$ cat config.mk
export PLATFORM = sky130hd
export DESIGN_NAME = hash_seq
export DESIGN_NICKNAME = d
export VERILOG_FILES = /design/src/rtl/hash_seq.sv
export SDC_FILE = /design/constraint.sdc
export NUM_CORES = 1
export LEC_CHECK = 0
export ABC_AREA = 0
export BUFFER_PORTS_ARGS = -buffer_cell sky130_fd_sc_hd__clkbuf_2
export CELL_PAD_IN_SITES_DETAIL_PLACEMENT = 0
export CELL_PAD_IN_SITES_GLOBAL_PLACEMENT = 2
export CORE_UTILIZATION = 36
export DETAILED_ROUTE_END_ITERATION = 6
export GPL_ROUTABILITY_DRIVEN = 1
export PLACE_DENSITY_LB_ADDON = 0.3
export SLEW_MARGIN = 15
export SYNTH_ARGS = -nofsm -noshare
export SYNTH_HDL_FRONTEND = slang
export SYNTH_SLANG_ARGS = --single-unit
$ cat constraint.sdc
create_clock -name clk -period 4.4 [get_ports clk]
set_input_delay 0.88 -clock clk [delete_from_list [all_inputs] [get_ports clk]]
set_output_delay 0.88 -clock clk [all_outputs]
set_load 0.05 [all_outputs]
$ cat src/rtl/hash_seq.sv
// Hash job sequencer: configures the hash core, streams key/message blocks with
// zero padding and block framing, then forwards the digest bytes.
module hash_seq #(
    parameter int unsigned MAX_LL  = 65535,
    parameter int unsigned TIMEOUT = 65535
) (
    input  logic        clk,
    input  logic        rst_async,
    input  logic        start_i,
    input  logic [5:0]  key_len_i,
    input  logic [5:0]  hash_len_i,
    input  logic [15:0] msg_len_i,
    input  logic [7:0]  s_data_i,
    input  logic        s_valid_i,
    output logic        s_ready_o,
    output logic [7:0]  core_data_o,
    output logic [2:0]  core_ctrl_o,
    input  logic        core_ready_i,
    input  logic        core_hash_v_i,
    input  logic [7:0]  core_hash_i,
    output logic [7:0]  m_data_o,
    output logic        m_valid_o,
    output logic        busy_o,
    output logic        done_o,
    output logic        err_o
);

    typedef enum logic [2:0] {StIdle, StCfg, StBlock, StPad, StHash} state_e;

    localparam logic [1:0] CmdCfg   = 2'b00;
    localparam logic [1:0] CmdFirst = 2'b01;
    localparam logic [1:0] CmdData  = 2'b10;
    localparam logic [1:0] CmdLast  = 2'b11;

    state_e      state_q;
    logic [5:0]  kk_q, nn_q, byte_cnt_q, hash_cnt_q;
    logic [15:0] ll_q, blk_cnt_q, msg_rem_q, stall_q;
    logic        key_blk_q;
    logic [7:0]  m_data_q;
    logic        m_valid_q, done_q, err_q;

    logic [1:0]  blk_cmd;
    logic        core_xfer, hash_take, bad_cfg, in_block_src, next_blk_src;
    logic [6:0]  byte_nxt;
    logic [15:0] msg_rem_nxt, nb;
    logic [10:0] msg_blks;

    assign bad_cfg = (key_len_i > 6'd32) || (hash_len_i == 6'd0) || (hash_len_i > 6'd32)
                     || (32'(msg_len_i) > MAX_LL);

    // A zero-length job still sends one (all-padding) block.
    assign msg_blks = {1'b0, ll_q[15:6]} + 11'(ll_q[5:0] != 6'd0);
    always_comb begin
        nb = 16'(msg_blks) + 16'(kk_q != 6'd0);
        if (nb == 16'd0) nb = 16'd1;
    end

    assign blk_cmd = (byte_cnt_q == 6'd0) ? CmdFirst :
                     (blk_cnt_q == 16'd1) ? CmdLast : CmdData;

    always_comb begin
        core_data_o = 8'h00;
        core_ctrl_o = 3'b000;
        s_ready_o   = 1'b0;
        unique case (state_q)
            StCfg: begin
                core_ctrl_o = {CmdCfg, 1'b1};
                unique case (byte_cnt_q[1:0])
                    2'd0:    core_data_o = {2'b00, kk_q};
                    2'd1:    core_data_o = {2'b00, nn_q};
                    2'd2:    core_data_o = ll_q[7:0];
                    default: core_data_o = ll_q[15:8];
                endcase
            end
            StBlock: begin
                core_data_o = s_data_i;
                core_ctrl_o = {blk_cmd, s_valid_i};
                s_ready_o   = s_valid_i & core_ready_i;
            end
            StPad:   core_ctrl_o = {blk_cmd, 1'b1};
            default: ;
        endcase
    end

    assign core_xfer = core_ctrl_o[0] & core_ready_i;
    assign hash_take = (state_q == StHash) & core_hash_v_i;

    // Whether the byte after the current transfer still comes from the source.
    assign byte_nxt     = {1'b0, byte_cnt_q} + 7'd1;
    assign msg_rem_nxt  = msg_rem_q - 16'((state_q == StBlock) && !key_blk_q);
    assign in_block_src = key_blk_q ? (byte_nxt < {1'b0, kk_q}) : (msg_rem_nxt != 16'd0);
    assign next_blk_src = msg_rem_nxt != 16'd0;

    always_ff @(posedge clk or posedge rst_async) begin
        if (rst_async) begin
            state_q    <= StIdle;
            kk_q       <= '0;
            nn_q       <= '0;
            ll_q       <= '0;
            byte_cnt_q <= '0;
            hash_cnt_q <= '0;
            blk_cnt_q  <= '0;
            msg_rem_q  <= '0;
            stall_q    <= '0;
            key_blk_q  <= 1'b0;
            m_data_q   <= '0;
            m_valid_q  <= 1'b0;
            done_q     <= 1'b0;
            err_q      <= 1'b0;
        end else begin
            done_q    <= 1'b0;
            err_q     <= 1'b0;
            m_valid_q <= 1'b0;
            if (core_xfer || hash_take) stall_q <= '0;
            else                        stall_q <= stall_q + 16'd1;

            unique case (state_q)
                StIdle: begin
                    stall_q <= '0;
                    if (start_i) begin
                        if (bad_cfg) begin
                            err_q <= 1'b1;
                        end else begin
                            kk_q       <= key_len_i;
                            nn_q       <= hash_len_i;
                            ll_q       <= msg_len_i;
                            byte_cnt_q <= '0;
                            state_q    <= StCfg;
                        end
                    end
                end
                StCfg: begin
                    if (core_xfer) begin
                        if (byte_cnt_q == 6'd3) begin
                            byte_cnt_q <= '0;
                            blk_cnt_q  <= nb;
                            key_blk_q  <= kk_q != 6'd0;
                            msg_rem_q  <= ll_q;
                            state_q    <= (kk_q != 6'd0 || ll_q != 16'd0) ? StBlock : StPad;
                        end else begin
                            byte_cnt_q <= byte_nxt[5:0];
                        end
                    end
                end
                StBlock, StPad: begin
                    if (core_xfer) begin
                        byte_cnt_q <= byte_nxt[5:0];
                        msg_rem_q  <= msg_rem_nxt;
                        if (byte_cnt_q == 6'd63) begin
                            blk_cnt_q <= blk_cnt_q - 16'd1;
                            key_blk_q <= 1'b0;
                            if (blk_cnt_q == 16'd1) begin
                                hash_cnt_q <= '0;
                                state_q    <= StHash;
                            end else begin
                                state_q <= next_blk_src ? StBlock : StPad;
                            end
                        end else begin
                            state_q <= in_block_src ? StBlock : StPad;
                        end
                    end
                end
                StHash: begin
                    if (hash_take) begin
                        m_data_q   <= core_hash_i;
                        m_valid_q  <= 1'b1;
                        hash_cnt_q <= hash_cnt_q + 6'd1;
                        if (hash_cnt_q + 6'd1 == nn_q) begin
                            done_q  <= 1'b1;
                            state_q <= StIdle;
                        end
                    end
                end
                default: state_q <= StIdle;
            endcase

            // Stall watchdog overrides whatever the state wanted this cycle.
            if (state_q != StIdle && !core_xfer && !hash_take
                && stall_q == 16'(TIMEOUT - 1)) begin
                state_q <= StIdle;
                stall_q <= '0;
                done_q  <= 1'b0;
                err_q   <= 1'b1;
            end
        end
    end

    assign m_data_o  = m_data_q;
    assign m_valid_o = m_valid_q;
    assign done_o    = done_q;
    assign err_o     = err_q;
    assign busy_o    = state_q != StIdle;

endmodule

Word level (Yosys, flattened, before mapping)
Cells that the tools add are included.
W data, S select, Z words.
{"block": "classes", "reduce_logical": 32, "n_lt_le_gt_ge": 3, "div": 0, "add_sub_neg": 7, "n_mux": 60, "mul": 0, "bitwise_logic": 4, "shift": 0, "eq_ne": 26}
{"operator": "$mux W16", "n": 11}
{"operator": "$pmux W16 S2", "n": 2}
{"operator": "$mux W6", "n": 9}
{"operator": "$reduce_bool A16 Y1", "n": 2}
{"operator": "$mux W3", "n": 10}
{"operator": "$pmux W8 S3", "n": 1}
{"operator": "$mux W1", "n": 20}
{"operator": "$pmux W6 S3", "n": 1}
{"operator": "$add A16 B1 Y16 const B", "n": 1}
{"operator": "$eq A16 B1 Y1 const B", "n": 1}
{"operator": "$eq A16 B16 Y1 const B", "n": 1}
{"operator": "$logic_not A16 Y1", "n": 1}
{"operator": "$ne A2 B2 Y1 const B", "n": 8}
{"operator": "$pmux W8 S2", "n": 1}
{"operator": "$sub A16 B1 Y16", "n": 1}
{"operator": "$sub A16 B1 Y16 const B", "n": 1}
{"operator": "$ne A3 B3 Y1 const B", "n": 5}
{"operator": "$reduce_and A5 Y1", "n": 3}
{"operator": "$add A11 B1 Y12", "n": 1}
{"operator": "$gt A6 B6 Y1 const B", "n": 2}
{"operator": "$logic_not A6 Y1", "n": 2}
{"operator": "$pmux W3 S4", "n": 1}
{"operator": "$pmux W6 S2", "n": 1}
{"operator": "$reduce_bool A6 Y1", "n": 2}
{"operator": "other kinds (31)", "n": 44}
{"block": "totals", "elab_cells": 146, "out_inout_bits": 24, "ram_bits": 0, "memories": 0, "ff_bits": 103, "latch_bits": 0, "in_bits": 50, "mem_bits_ro": 0}

Longest topological paths before layout
Gate-level depths: netlist of the first run.
{"block": "logic_depth", "depth_word": 11, "ltp_mapped": 12, "mapped_depth_nobuf": 10}

Worst setup path before layout of the first run
No wires, ideal clock.
{"block": "synth_timing", "path_kind": "reg2out", "from": "register byte_cnt_q[0]", "to": "output port core_data_o[4]", "stages_incl_launch_ff": 6, "path_slack_ps": 1139, "required_time_ps": 3520, "t_arrival_ps": 2381, "path_buffers": 2, "path_cell_list": "dfrtp_1 ha_1 clkbuf_1 clkbuf_1 a21oi_1 o21ai_0"}
{"block": "synth_between", "elab_chain_cells": 3, "word_cells_on_any_way": 5, "classes_between": "eq/ne (2); mux (2); reduce/logical (1)"}
{"item": "from (decl)", "line_no": "36", "rtl": "logic [5:0] kk_q, nn_q, byte_cnt_q, hash_cnt_q;"}
{"item": "from (signal assigned)", "line_no": "141", "rtl": "byte_cnt_q <= byte_nxt[5:0];"}
{"item": "from (signal assigned)", "line_no": "147", "rtl": "byte_cnt_q <= byte_nxt[5:0];"}
{"item": "$eq A2 B2 Y1, or another cell as far along", "line_no": "68", "rtl": "unique case (byte_cnt_q[1:0])"}
{"item": "$pmux W8 S3 *", "line_no": "68"}
{"item": "$pmux W8 S2 *", "line_no": "65", "rtl": "unique case (state_q)"}
{"item": "to (decl)", "line_no": "16", "rtl": "output logic [7:0] core_data_o,"}
Mark *: on every way between the ends. The rest lies on a longest branch, timed or not.

Worst setup path in the final report of the first run
{"block": "layout_timing", "from": "register state_q[2]", "to": "output port core_data_o[5]"}
{"block": "layout_between", "elab_chain_cells": 2, "word_cells_on_any_way": 3, "classes_between": "eq/ne (2); mux (1)"}
{"item": "from (decl)", "line_no": "35", "rtl": "state_e state_q;"}
{"item": "from (signal assigned)", "line_no": "96", "rtl": "state_q <= StIdle;"}
{"item": "from (signal assigned)", "line_no": "128", "rtl": "state_q <= StCfg;"}
{"item": "from (signal assigned)", "line_no": "139", "rtl": "state_q <= (kk_q != 6'd0 || ll_q != 16'd0) ? StBlock : StPad;"}
{"item": "$eq A3 B2 Y1 / $eq A3 B1 Y1 (equally long branches)", "line_no": "65"}
{"item": "$pmux W8 S2 *", "line_no": "65"}
Marked as above.

==> impl_metrics.toml, run 1 <==
[outcome]
status = "complete, no violations"

[detailed_routing]
drtPass1Iterations = 6
routedWlPerCell_microns = 18.1
viasPerCell = 5.49
drtIter0Drc = 359
num_vias = 5377
ant_nets = 0
drcViolationCount = 0
drt-total-wl_mm = 17.7

[hold_path]
hold_depth = 2
hp-class = "flip-flop to flip-flop"
min-delay-start = "m_data_o[3]"
worstHoldEndpoint = "m_data_o[3]"

[cells_and_area]
fin_util_pct = 42.1
area_growth_pct = 13.2
final_cell_mix = "dfrtp_1 (103), nor2_1 (81), nand2_1 (75)"
fillers = 1703
multi_input_area_sq_um = 3370
seqCellArea_sq_um = 2580
drive_above_1_share_pct = 19.0
diodes = 0
layout.nets = 823
mostFrequentLayoutCell = "dfrtp_1"

[placed_design]
place_ws_ns = 1.13
dp_hpwl_mm = 13.1
place.gp.congestion = 0.834
io_buffers = 73

[clock_tree]
clk_latency_ns = 0.37
clk_pin_slew_ns = 0.09
clock-sinks = 103
cts_tree = "done"
max-clock-path-buffers = 2
cts_hold_buf = 0
h-tree-depth = 3
root_buffer = "clkbuf_16"
cts_inserted_buffers = 9
postCtsResizedCells = 0
postCtsSetupBuffers = 0

[worst_setup_path]
rrSetupSlack_ns = 1.09
crit_fanout = 39
r2r_start = "state_q[2]"
r2r_cells = 10
cp-start-kind = "flip-flop"
critPathKind = "flip-flop to primary output"
endpoint_kind = "primary output"
cp_data_arrival_time_ns = 2.68
r2r_end = "state_q[0]"
cp_data_required_time_ns = 3.52

[power]
power_leakage_nw = 3.11
max-vdd-ir-drop_mv = 0.326
p_per_area_nw_per_um2 = 652

[global_routing]
use_met3_pct = 4.34
busiest_layer = "met2"
grtUsageTotal_pct = 20.6
gr-total-overflow = 0
grt_pass1_wl_mm = 28.4
use_met2_pct = 34.5
antenna_found_initial = 0
met1_usage_pct = 27.6
grt_max_degree = 44
grt_pass1_vias = 5188

[timing]
finalHoldViolCount = 0
worst_pin_slew_ns = 1.09
finalCritPeriodShare_pct = 80.9
maxSlewHeadroom_pct = 27.0
min_period_ns = 3.56
slew_violations = 0
fin_ws_ns = 0.840
fin_setup_tns_ns = 0
grt_setup_unrepaired = "false"
fmax_ghz = 0.281
finClkSkew_ns = 0.0110
setup_viol = 0
hold_slack_ns = 0.483

[floorplan]
num_rows = 47
coreArea_sq_um = 16800
die-area_sq_um = 17800
fp.dieW_microns = 134
initial_core_util_pct = 37.2
die_y_microns = 134
io_pins = 74

[synth]
synth.yosys.seq_area_share_pct = 41.4
synth_edf_count = 0
synth_area_sq_um = 6230
synthArstFlopShare_pct = 100
synth_fp_nets = 771
ys.flop_type = "dfrtp_1"
synthCells = 702
synth.distinct_cells = 68
synth-seq-cells = 103
avgSynthCellArea_sq_um = 8.87
ys_warn_count = 0

[run]
maxCapViolCount = 0
==> stage by stage <==
| step | cells | power, mW | area (sq um) |
|---|---|---|---|
| 6_report | 979 | 4.59 | 7050 |
| 4_1_cts | 979 | 4.62 | 7050 |
| 3_5_place_dp | 963 | 3.75 | 6730 |
| 5_1_grt | 979 | 4.91 | 7050 |
| 2_1_floorplan | 702 | 3.16 | 6230 |
| 3_3_place_gp | 963 | 3.72 | 6730 |
==> kinds of logic after synthesis <==
group,count (synthesis),synth area share [%]
adders and majority gates,19,3.94
AOI/OAI and AO/OA,162,16.2
muxes,31,5.55
and+or+nand+nor,282,22.2
buffers and inverters,62,4.60
xor gates and xnor gates,43,6.17
DFF,103,41.4
==> per-layer routing <==
metal	wire length (microns)	vias to the layer above	share of wire, %
met5	0	-	0
met4	139	0	0.78
met3	694	14	3.9
met2	8780	107	50
met1	8110	2647	46
li1	-	2609	-
==> area by class of cell <==
class / count / share of cell area, %
Clock inverter: 7 / 1.35
Multi-Input combinational cell: 537 / 47.8
Timing Repair Buffer: 80 / 5.93
Inverter: 23 / 1.26
Tap cell: 220 / 3.91
Sequential cell: 103 / 36.6
Clock buffer: 9 / 3.20
==> worst max-delay path by stage <==
stage	start	to	slack (ns)	depth (start not counted)
5_1_grt	state_q[2]	core_data_o[5]	0.61	6
3_5_place_dp	state_q[2]	state_q[0]	1.13	10
6_report	state_q[2]	core_data_o[5]	0.84	6
2_1_floorplan	rst_async	blk_cnt_q[0]	0.82	1
3_3_place_gp	state_q[2]	state_q[0]	1.19	10
4_1_cts	state_q[2]	core_data_o[5]	0.81	6
==> flip-flops by register name, indices dropped and copies added, names as in the netlist <==
name and flops:
blk_cnt_q 16, ll_q 16, msg_rem_q 16, stall_q 16, m_data_o 8, byte_cnt_q 6, hash_cnt_q 6, kk_q 6
nn_q 6, state_q 3, done_o 1, err_o 1, key_blk_q 1, m_valid_o 1
==> power by group <==
group	total, mW	internal (mW)	switching (mW)	leakage, nW
combinational	2.04	0.761	1.28	1.64
clock	0.855	0.415	0.440	0.151
sequential	1.70	1.22	0.474	1.32
total	4.59	2.40	2.19	3.11
==> worst max-delay path, cell delays in order (launching register included) <==
cell and delay, ns:
dfrtp_1 0.52, nand2b_1 0.23, buf_4 0.28, nor2_1 0.69, nand2_1 0.13, o21ai_0 0.14
clkbuf_2 0.33
==> cells in the mapped netlist (3+ instances only) <==
master    instances  share of area (%)
buf_2             5               0.40
ha_1             18                3.6
o31ai_1           5               0.60
dfrtp_1         103                 41
inv_1            23                1.4
nor4_1           14                1.4
nand4_1          12                1.2
nand2b_1          6               0.60
o22ai_1           4               0.40
nor3b_1           4               0.48
nand3b_1          3               0.36
mux2i_1           3               0.48
nor2b_1           9               0.90
xor2_1           25                3.5
a41oi_1           3               0.42
and2_1            5               0.50
xnor2_1          17                2.4
o21a_1            3               0.36
a31oi_1           7               0.70
o22a_1            4               0.56
nor2_1           82                4.9
and3_1           10                1.0
a22o_1            3               0.42
nand3_1          22                1.8
or3_1             4               0.40
o21ai_0          54                4.3
mux2_2           28                5.1
clkbuf_8          4               0.88
a21oi_1          47                3.8
nand2_1          75                4.5
nor3_1           17                1.4
clkbuf_1         27                1.6
a211oi_1          3               0.36
a222oi_1          6               0.96
or2_2             3               0.30
Power figures use the tool's default switching activity.
==> run 2, diff against run 1 <==
- clock period: 4.4 -> 3.7 ns (I/O delays scaled with it)
==> run 2 against run 1 <==
- combinational power rose by 20%
- global-route usage decreased by 0.21 points
- worst setup slack lost 0.40 ns
- largest power group unchanged
- highest routed layer unchanged
==> impl_metrics.toml, run 2 (same netlist as run 1, synthesis figures left out) <==
[outcome]
status = "complete, no violations"

[detailed_routing]
drt-total-wl_mm = 17.4
num_vias = 5359
drtPass1Iterations = 6
drcViolationCount = 0
drtIter0Drc = 415
ant_nets = 0
viasPerCell = 5.45
routedWlPerCell_microns = 17.7

[worst_setup_path]
r2r_start = "state_q[1]"
r2r_end = "state_q[0]"
cp_data_arrival_time_ns = 3.55
r2r_cells = 10
rrSetupSlack_ns = 0.44
crit_fanout = 9
endpoint_kind = "flip-flop"
cp_data_required_time_ns = 3.99
critPathKind = "flip-flop to flip-flop"
cp-start-kind = "flip-flop"

[clock_tree]
cts_hold_buf = 0
h-tree-depth = 3
cts_inserted_buffers = 9
postCtsSetupBuffers = 0
postCtsResizedCells = 0
clock-sinks = 103
cts_tree = "done"
max-clock-path-buffers = 2
root_buffer = "clkbuf_16"
clk_pin_slew_ns = 0.07
clk_latency_ns = 0.36

[floorplan]
fp.dieW_microns = 134
die-area_sq_um = 17800
die_y_microns = 134
num_rows = 47
io_pins = 74
coreArea_sq_um = 16800
initial_core_util_pct = 37.2

[hold_path]
hold_depth = 2
worstHoldEndpoint = "m_data_o[6]"
hp-class = "flip-flop to flip-flop"
min-delay-start = "m_data_o[6]"

[placed_design]
io_buffers = 73
dp_hpwl_mm = 12.8
place.gp.congestion = 0.813

[global_routing]
gr-total-overflow = 0
grt_pass1_vias = 5147
grt_max_degree = 79
antenna_found_initial = 0
grtUsageTotal_pct = 20.4
grt_pass1_wl_mm = 28.2

[cells_and_area]
fin_util_pct = 42.3
drive_above_1_share_pct = 19.5
layout.nets = 828
fillers = 1667
area_growth_pct = 13.7
final_cell_mix = "dfrtp_1 (103), nor2_1 (81), nand2_1 (75)"
diodes = 0
mostFrequentLayoutCell = "dfrtp_1"

[timing]
finalHoldViolCount = 0
grt_setup_unrepaired = "false"
min_period_ns = 3.26
finalCritPeriodShare_pct = 88.2
fmax_ghz = 0.307
worst_pin_slew_ns = 1.02
slew_violations = 0
fin_setup_tns_ns = 0
maxSlewHeadroom_pct = 31.8
setup_viol = 0
finClkSkew_ns = 0.0121
hold_slack_ns = 0.484

[power]
power_leakage_nw = 3.13
max-vdd-ir-drop_mv = 0.359
p_per_area_nw_per_um2 = 770

[run]
maxCapViolCount = 0
==> run 2: final cells by class <==
cell class	count	area, sq um	share of cell area [%]
Tap cell	220	275	3.89
Sequential cell	103	2580	36.4
Multi-Input combinational cell	537	3370	47.6
Clock inverter	6	75.1	1.06
Inverter	23	88.8	1.25
Timing Repair Buffer	85	468	6.61
Clock buffer	9	225	3.18
==> run 2: metrics by stage <==
step                      cells  power, mW  worst slack [ns]  cell area (sq um)
final                       983       5.45             0.438               7080
after global routing        983       5.85             0.168               7080
after CTS                   983       5.50             0.477               7080
after detailed placement    968       4.48             0.494               6780
after global placement      968       4.45             0.603               6780
after floorplan             702       3.76             0.256               6230
==> run 2: where the power goes <==
| part | switching (mW) | internal, mW |
|---|---|---|
| clock | 0.455 | 0.532 |
| combinational | 1.52 | 0.921 |
| sequential | 0.570 | 1.46 |
| total | 2.54 | 2.91 |
==> run 2: how the worst max path moves through the flow <==
stage               startpoint      endpoint  slack [ns]  cells past startpoint
detailed placement  state_q[1]    state_q[0]        0.49                     10
floorplan            rst_async  blk_cnt_q[0]        0.26                      1
CTS                 state_q[1]    state_q[0]        0.48                     10
global placement    state_q[1]    state_q[0]        0.60                     10
global route        state_q[1]    state_q[0]        0.17                     10
finish              state_q[1]    state_q[0]        0.44                     10
==> run 2: critical path: stages (launching register included) <==
cell and delay (ns):
dfrtp_1 0.49, nand2b_1 0.11, nor3_1 0.20, ha_1 0.28, ha_1 0.26, or3b_2 0.52
nor4_1 0.44, xor2_1 0.13, a211o_2 0.30, o41a_1 0.36, o21ai_2 0.12
==> run 2: per-layer routing <==
| metal | wire [microns] | vias up | global-route usage (%) |
|---|---|---|---|
| met5 | 0 | - | 0 |
| met4 | 161 | 0 | 4.42 |
| met3 | 656 | 10 | 3.96 |
| met2 | 8440 | 124 | 32.9 |
| met1 | 8170 | 2614 | 28.3 |
| li1 | - | 2611 | - |
==> run 3, diff against run 2 <==
- ABC_CLOCK_PERIOD_IN_PS: default -> 3700
- RECOVER_POWER: default -> 25
==> run 3 against run 2 <==
- the run now ends with DRC, capacitance limit, slew limit left
- register-to-register slack got worse by 0.02 ns
- first-iteration DRC count up 13%
- via count is 0.30% higher
- largest power group unchanged
==> impl_metrics.toml, run 3 (same netlist as run 1, synthesis figures left out) <==
[timing]
slew_violations = 79
worst_pin_slew_ns = 1.71
finClkSkew_ns = 0.0127
finalCritPeriodShare_pct = 88.6
finalHoldViolCount = 0
maxSlewHeadroom_pct = -14.0
setup_viol = 0
min_period_ns = 3.28
fin_ws_ns = 0.421
fin_setup_tns_ns = 0
grt_setup_unrepaired = "false"
fmax_ghz = 0.305
hold_slack_ns = 0.484

[worst_setup_path]
cp_data_required_time_ns = 3.99
critPathKind = "flip-flop to flip-flop"
critPathTopFamily = "simple AND/OR/NAND/NOR gates"
critical_path.cell_chain = "nand2b_1, nor3_1, ha_1, ha_1, or3b_2, nor4_1, xor2_1, a211o_2, o41a_1, o21ai_2"
cpMostUsedCell = "ha_1"
cp_slowest_stage_delay_ns = 0.52
path_buf_inv = 0
cp_data_arrival_time_ns = 3.57
crit_fanout = 9
endpoint_kind = "flip-flop"
cp-start-kind = "flip-flop"
rrSetupSlack_ns = 0.42
slowest_stage = "or3b_2"

[outcome]
violations = "DRC, capacitance limit, slew limit"
status = "complete, but fails checks"

[floorplan]
die_y_microns = 134
num_rows = 47
coreArea_sq_um = 16800
fp.dieW_microns = 134
die-area_sq_um = 17800
initial_core_util_pct = 37.2
io_pins = 74

[placed_design]
dp_hpwl_mm = 12.8
placed_area_sq_um = 6780
place.gp.congestion = 0.813
io_buffers = 73
place_ws_ns = 0.494

[power]
p_per_area_nw_per_um2 = 771
power_leakage_nw = 3.13
max-vdd-ir-drop_mv = 0.359

[detailed_routing]
drtPass1Iterations = 7
num_vias = 5375
ant_nets = 0
drt-total-wl_mm = 17.5
viasPerCell = 5.47
drcViolationCount = 2
routedWlPerCell_microns = 17.8
drtIter0Drc = 469

[clock_tree]
clk_latency_ns = 0.36
max-clock-path-buffers = 2
clk_pin_slew_ns = 0.07
postCtsResizedCells = 0
h-tree-depth = 3
postCtsSetupBuffers = 0
clock-sinks = 103
root_buffer = "clkbuf_16"
cts_hold_buf = 0
cts_tree = "done"
cts_inserted_buffers = 9

[global_routing]
gr-total-overflow = 0
antenna_found_initial = 0
grt_pass1_wl_mm = 28.2
grt_pass1_vias = 5147
grt_max_degree = 79
grtUsageTotal_pct = 20.4

[cells_and_area]
area_growth_pct = 13.7
final_area_sq_um = 7080
diodes = 0
multi_input_area_sq_um = 3370
final_cell_mix = "dfrtp_1 (103), nor2_1 (81), nand2_1 (75)"
drive_above_1_share_pct = 19.4
mostFrequentLayoutCell = "dfrtp_1"
seqCellArea_sq_um = 2580
layout.nets = 828
fillers = 1669

[run]
maxCapViolCount = 1

[hold_path]
hp-class = "flip-flop to flip-flop"
-- run 3: changes by cell type in the layout (fill, tap and decap cells not counted) --
cell	delta
clkbuf_2	-1
inv_4	-1
clkbuf_1	+1
inv_2	+1
-- run 3: final cells by class --
cell class / instances / area share [%]
Clock buffer: 9 / 3.18
Clock inverter: 6 / 1.06
Inverter: 23 / 1.22
Multi-Input combinational cell: 537 / 47.6
Sequential cell: 103 / 36.4
Tap cell: 220 / 3.89
Timing Repair Buffer: 85 / 6.59
-- run 3: metal layers --
metal | track usage, % | vias up | routed length, microns
li1 | - | 2607 | -
met1 | 28.3 | 2631 | 8120
met2 | 32.9 | 127 | 8460
met3 | 3.96 | 10 | 719
met4 | 4.42 | 0 | 162
met5 | 0 | - | 0
-- run 3: power breakdown --
| group | switching (mW) | leakage (nW) | internal, mW |
|---|---|---|---|
| Clock | 0.456 | 0.144 | 0.532 |
| Combinational | 1.52 | 1.66 | 0.921 |
| Sequential | 0.569 | 1.32 | 1.46 |
| Total | 2.54 | 3.13 | 2.91 |
-- run 3: tightest hold or removal path, cell delays in order, from the launching register on --
cell and delay, ns:
dfrtp_1 0.35, nand2_1 0.05, nand2_1 0.06
-- run 3: final timing paths --
path / start / endpoint / cells past startpoint
max: state_q[1] / state_q[0] / 10
min: m_data_o[6] / m_data_o[6] / 2
max reg2reg: state_q[1] / state_q[0] / 10
min reg2reg: m_data_o[6] / m_data_o[6] / 2
max in group asynchronous: rst_async / stall_q[11] / 3
min in group asynchronous: rst_async / blk_cnt_q[13] / 2
-- run 3: stage by stage --
step / cells / power, mW / utilization [%]
floorplan: 702 / 3.76 / -
global placement: 968 / 4.45 / 40.4
detailed placement: 968 / 4.48 / 40.4
CTS: 983 / 5.50 / 42.2
global route: 983 / 5.85 / 42.2
finish: 983 / 5.45 / 42.2
